<file path="src/rtl/snes_joy_port_reader.sv">
// snes_joy_port_reader: controller-port master that reads both ports serially and captures lightgun counters
module snes_joy_port_reader #(
    parameter int HALF_PERIOD = 6,
    parameter int LATCH_LEN   = 2,
    parameter int NBITS       = 16
) (
    input  logic        CLK,
    input  logic        RESET_N,
    input  logic        START,
    output logic        BUSY,
    output logic        DONE,
    output logic        PORT_LATCH,
    output logic        PORT_CLK,
    input  logic [1:0]  P1_DI,
    input  logic [1:0]  P2_DI,
    output logic [15:0] JOY1,
    output logic [15:0] JOY2,
    output logic [15:0] JOY3,
    output logic [15:0] JOY4,
    input  logic        IOBIT,
    input  logic        LG_EN,
    input  logic        LG_CLR,
    input  logic [8:0]  HCNT,
    input  logic [8:0]  VCNT,
    output logic [8:0]  OPHCT,
    output logic [8:0]  OPVCT,
    output logic        LG_FLAG
);
    localparam logic [15:0] LAT_END = 16'(LATCH_LEN * HALF_PERIOD - 1);
    localparam logic [15:0] HP_END  = 16'(HALF_PERIOD - 1);
    localparam logic [4:0]  LAST    = 5'(NBITS);

    typedef enum logic [2:0] {S_IDLE, S_LATCH, S_CLK_LO, S_CLK_HI, S_FIN} state_t;

    state_t      r_state;
    logic [15:0] r_cnt;
    logic [4:0]  r_bit;
    logic        r_busy, r_done, r_latch, r_pclk;
    logic [15:0] r_t1, r_t2, r_t3, r_t4;
    logic [15:0] r_j1, r_j2, r_j3, r_j4;
    logic [3:0]  r_d_s1, r_d_s2;
    logic [2:0]  r_io;
    logic [8:0]  r_oph, r_opv;
    logic        r_flag;
    logic [3:0]  w_idx;
    logic        w_fall, w_cap;

    // bit k of a read lands at position 15-k, so short reads leave the low bits clear
    assign w_idx  = 4'(5'd15 - r_bit);
    // the synchronized IOBIT just went low and the capture slot is free (or being freed this cycle)
    assign w_fall = r_io[2] & ~r_io[1];
    assign w_cap  = w_fall & LG_EN & (~r_flag | LG_CLR);

    assign BUSY       = r_busy;
    assign DONE       = r_done;
    assign PORT_LATCH = r_latch;
    assign PORT_CLK   = r_pclk;
    assign JOY1       = r_j1;
    assign JOY2       = r_j2;
    assign JOY3       = r_j3;
    assign JOY4       = r_j4;
    assign OPHCT      = r_oph;
    assign OPVCT      = r_opv;
    assign LG_FLAG    = r_flag;

    // two-stage synchronizer for the four serial data lines {P2 D1, P2 D0, P1 D1, P1 D0}
    always_ff @(posedge CLK or negedge RESET_N) begin
        if (!RESET_N) begin
            r_d_s1 <= 4'hF;
            r_d_s2 <= 4'hF;
        end else begin
            r_d_s1 <= {P2_DI, P1_DI};
            r_d_s2 <= r_d_s1;
        end
    end

    // read sequencer: latch pulse, then NBITS clock periods sampling at the end of each low phase
    always_ff @(posedge CLK or negedge RESET_N) begin
        if (!RESET_N) begin
            r_state <= S_IDLE;
            r_cnt   <= '0;
            r_bit   <= '0;
            r_busy  <= 1'b0;
            r_done  <= 1'b0;
            r_latch <= 1'b0;
            r_pclk  <= 1'b1;
            r_t1    <= '0;
            r_t2    <= '0;
            r_t3    <= '0;
            r_t4    <= '0;
            r_j1    <= '0;
            r_j2    <= '0;
            r_j3    <= '0;
            r_j4    <= '0;
        end else begin
            r_done <= 1'b0;
            case (r_state)
                S_IDLE: begin
                    if (START) begin
                        r_state <= S_LATCH;
                        r_latch <= 1'b1;
                        r_busy  <= 1'b1;
                        r_cnt   <= '0;
                        r_bit   <= '0;
                        r_t1    <= '0;
                        r_t2    <= '0;
                        r_t3    <= '0;
                        r_t4    <= '0;
                    end
                end
                S_LATCH: begin
                    if (r_cnt == LAT_END) begin
                        r_state <= S_CLK_LO;
                        r_latch <= 1'b0;
                        r_pclk  <= 1'b0;
                        r_cnt   <= '0;
                    end else begin
                        r_cnt <= r_cnt + 16'd1;
                    end
                end
                S_CLK_LO: begin
                    if (r_cnt == HP_END) begin
                        r_t1[w_idx] <= ~r_d_s2[0];
                        r_t2[w_idx] <= ~r_d_s2[2];
                        r_t3[w_idx] <= ~r_d_s2[1];
                        r_t4[w_idx] <= ~r_d_s2[3];
                        r_bit       <= r_bit + 5'd1;
                        r_pclk      <= 1'b1;
                        r_state     <= S_CLK_HI;
                        r_cnt       <= '0;
                    end else begin
                        r_cnt <= r_cnt + 16'd1;
                    end
                end
                S_CLK_HI: begin
                    if (r_cnt == HP_END) begin
                        r_cnt <= '0;
                        if (r_bit == LAST) begin
                            r_state <= S_FIN;
                            r_busy  <= 1'b0;
                            r_done  <= 1'b1;
                            r_j1    <= r_t1;
                            r_j2    <= r_t2;
                            r_j3    <= r_t3;
                            r_j4    <= r_t4;
                        end else begin
                            r_state <= S_CLK_LO;
                            r_pclk  <= 1'b0;
                        end
                    end else begin
                        r_cnt <= r_cnt + 16'd1;
                    end
                end
                S_FIN:   r_state <= S_IDLE;
                default: r_state <= S_IDLE;
            endcase
        end
    end

    // IOBIT synchronizer plus edge history, and counter capture on a qualifying falling edge
    always_ff @(posedge CLK or negedge RESET_N) begin
        if (!RESET_N) begin
            r_io   <= 3'b111;
            r_oph  <= '0;
            r_opv  <= '0;
            r_flag <= 1'b0;
        end else begin
            r_io <= {r_io[1:0], IOBIT};
            if (w_cap) begin
                r_oph  <= HCNT;
                r_opv  <= VCNT;
                r_flag <= 1'b1;
            end else if (LG_CLR) begin
                r_flag <= 1'b0;
            end
        end
    end
endmodule

</file>
<file path="config.mk">
export PLATFORM = sky130hd
export DESIGN_NAME = snes_joy_port_reader
export DESIGN_NICKNAME = d
export VERILOG_FILES = /design/src/rtl/snes_joy_port_reader.sv
export SDC_FILE = /design/constraint.sdc
export NUM_CORES = 1
export LEC_CHECK = 0
export BUFFER_PORTS_ARGS = -buffer_cell sky130_fd_sc_hd__buf_4
export CAP_MARGIN = 20
export CORE_ASPECT_RATIO = 1.75
export CORE_MARGIN = 2
export CORE_UTILIZATION = 61
export CTS_CLUSTER_DIAMETER = 30
export DETAILED_ROUTE_END_ITERATION = 10
export MAX_ROUTING_LAYER = met4
export PLACE_DENSITY = 0.9
export SYNTH_ARGS = -nofsm -noshare
export SYNTH_HDL_FRONTEND = slang
export SYNTH_SLANG_ARGS = --single-unit
</file>
<file path="constraint.sdc">
create_clock -name CLK -period 5.4 [get_ports CLK]
set_clock_uncertainty 0.15 [all_clocks]
set_input_delay 0.54 -clock CLK [delete_from_list [all_inputs] [get_ports CLK]]
set_output_delay 0.54 -clock CLK [all_outputs]
set_load 0.01 [all_outputs]
</file>
==> results.md <==
* Status: complete, no violations
* Power per cell area at 319 mW/mm2
* Seq/Total Area, Yosys at 62.2%
* Yosys top cell area share at 58.0%
* # nets final at 718
* Setup tns final at 0 ns
* Clock Path Buffers at 2
* Synth area leader: dfrtp_1
* Post-DR wirelength/cell at 19.6 um
* Routability Congestion at 0.828
* Final WL at 16.9 mm
* Number of vias in the routed layout at 5200
* Least-Margin Pin Slew at 1.05 ns
* Worst-path clk slew at 0.07 ns
* Core Region at 0.0120 mm2
* Worst IR drop on VDD at 274 uV
* Final period utilization at 51.6%
* First-pass DRT Iterations at 5
* Dpl ws at 2.35 ns
* Gr usage total at 27.3%
* Buffers added on ports at 114
* Post_cts resized at 0
* Later-pin clock latency in the skew report at 0.43 ns
* Initial antenna violation count at 0
* Arr. time, crit path at 2.97 ns
* Final Max Slew Viols at 0
* Top area cells in the synthesized netlist: dfrtp_1 (58%), mux2_1 (6.3%), mux2_2 (6.0%)
* Top post-synthesis cells by count: dfrtp_1 (174), nand2_1 (58), o2bb2ai_1 (44)
* Setup Viol. Count Final at 0
* Cell with the most instances after synthesis: dfrtp_1
* Fillers at 685
* Fin crit period at 2.79 ns
* Asr flop ratio synth at 100%
* Netlist cell types at 46
* Initial Util at 62.5%
* Yosys Warn Count at 0
* First-pass GRT wire length at 26.9 mm
* P&R area growth vs syn at 22.1%
* Chip height at 151 um
* IO Pins at 115
* Syn nets at 605
* Mapped Area at 0.00751 mm2
* Post-CTS Setup Bufs at 0
* Clock Sinks at 186
* Multi-input gate area at 0.00266 mm2
* Number of synthesized flops with an enable pin at 0
* CTS tree: done
* R2R depth at 5
* Final Hold Violating Endpoints at 0
* Post-synthesis sequential element count at 186
* Hold buffers post-CTS at 0
* Die ar. at 0.0132 mm2
* Grt ovf at 0
* Primary FF master, synth: dfrtp_1
* Vias per cell at 6.03
* Max Freq at 359 MHz
* Fraction of layout cells with a size suffix above 1 at 30.6%
* Routed Antenna Nets at 0
* Vias in the first global route at 5384
* Post-synthesis cell count at 571
* Critical path required time at 5.58 ns
* Average cell area after synthesis at 13.1 um2
* RSZ-0062 raised after global routing: no
* Largest net degree at the start of global routing at 93
* # diodes at 0
* Die Wd at 87.9 um
* FF+latch area at 0.00467 mm2
* Worst slew margin at 29.6%
* Max H-tree Level at 4
* Startpoint Class: register
* Root Driver: clkbuf_16
* TritonCTS buffer count at 17
* Critical setup path kind: reg2reg
* Row count at 53
* Leak at 4.48 nW
* Worst Hold Class: in2async
* Setup slack after layout at 2.61 ns
* Iter 0 DRT Violations at 453
* Nature of the critical path endpoint: register
* Dpl hpwl at 11.4 mm
* Max cap viols at 0
* # DRC at 0
* Worst-path fanout max at 15
==> path summary, 6_finish.rpt <==
check	startpoint	endpoint	slack, ns
max	r_cnt[8]	r_t2[7]	2.61
min	RESET_N	JOY1[11]	0.04
max reg2reg	r_cnt[8]	r_t2[7]	2.61
min reg2reg	r_d_s1[2]	r_d_s2[2]	0.21
max in group asynchronous	RESET_N	r_bit[3]	3.87
min in group CLK	IOBIT	r_io[0]	0.07
==> power by group <==
part	internal [mW]	leakage, nW	total [mW]	switching, mW
sequential	1.43	2.24	1.46	0.0258
clock	0.752	0.303	1.32	0.569
combinational	0.0742	1.95	0.140	0.0655
total	2.26	4.48	2.92	0.660
==> critical path, cell delays in order (launching register included) <==
cell,delay [ns]
dfrtp_1,0.45
nor4_4,0.39
nand4_2,0.27
nor2_1,0.88
nand3_1,0.30
o2bb2ai_1,0.25
==> cell families after synthesis <==
logic type | share of synthesized area (%)
xor gates and xnor gates | 1.05
muxes | 14.2
DFF | 62.2
AOI/OAI and AO/OA | 9.17
adders and majority gates | 1.00
buffers and inverters | 2.50
and+or+nand+nor | 9.90
==> final cells by class <==
type,count,share of cell area [%]
well taps,165,2.25
clock inverters,14,2.25
inverters,7,0.287
multi-input cells,348,29.0
repair buffers,124,10.6
flip-flops and latches,186,51.0
clock buffers,18,4.68
==> cell usage in the layout, fill, tap and decap left out, drive strengths merged, types with 4 or more instances in the layout <==
cell / instances
buf: 124
nor2: 14
nand2: 58
o2bb2ai: 44
nor3b: 4
dfrtp: 174
inv: 13
o21ai: 19
o211ai: 5
nor3: 6
xor2: 8
nor4: 6
a21oi: 11
a21o: 6
nand4: 8
and3: 7
nand3: 29
ha: 6
mux2i: 14
dfstp: 12
mux2: 82
clkbuf: 18
==> metal layers <==
layer / up-vias / wire, um / global-route usage, %
li1: 2282 / - / -
met1: 2606 / 6130 / 31.2
met2: 259 / 9160 / 46.6
met3: 53 / 1080 / 5.32
met4: 0 / 558 / 10.7
met5: - / 0 / -
==> through the flow <==
stage	std cells	total power [mW]	util, %	hold slack (ns)	area, um2
6_report	862	2.92	76.3	0.0412	9160
4_1_cts	861	2.93	76.3	0.0637	9160
3_3_place_gp	827	1.62	70.7	0.197	8480
2_1_floorplan	571	1.53	-	0.0944	7510
5_1_grt	862	3.01	76.3	0.0583	9160
3_5_place_dp	829	1.63	71.0	0.198	8520
==> flip-flops by register name, summed over array words and instances, names as in the netlist <==
name and count:
PORT_LATCH 1, r_cnt 16, BUSY 1, r_t1 16, JOY2 16, r_t4 16, JOY3 16, r_io 3
OPHCT 9, PORT_CLK 1, r_t2 16, r_bit 5, DONE 1, r_d_s1 4, JOY4 16, r_t3 16
OPVCT 9, LG_FLAG 1, r_d_s2 4, r_state 3, JOY1 16
No activity file was read; power rests on OpenSTA's default activity.
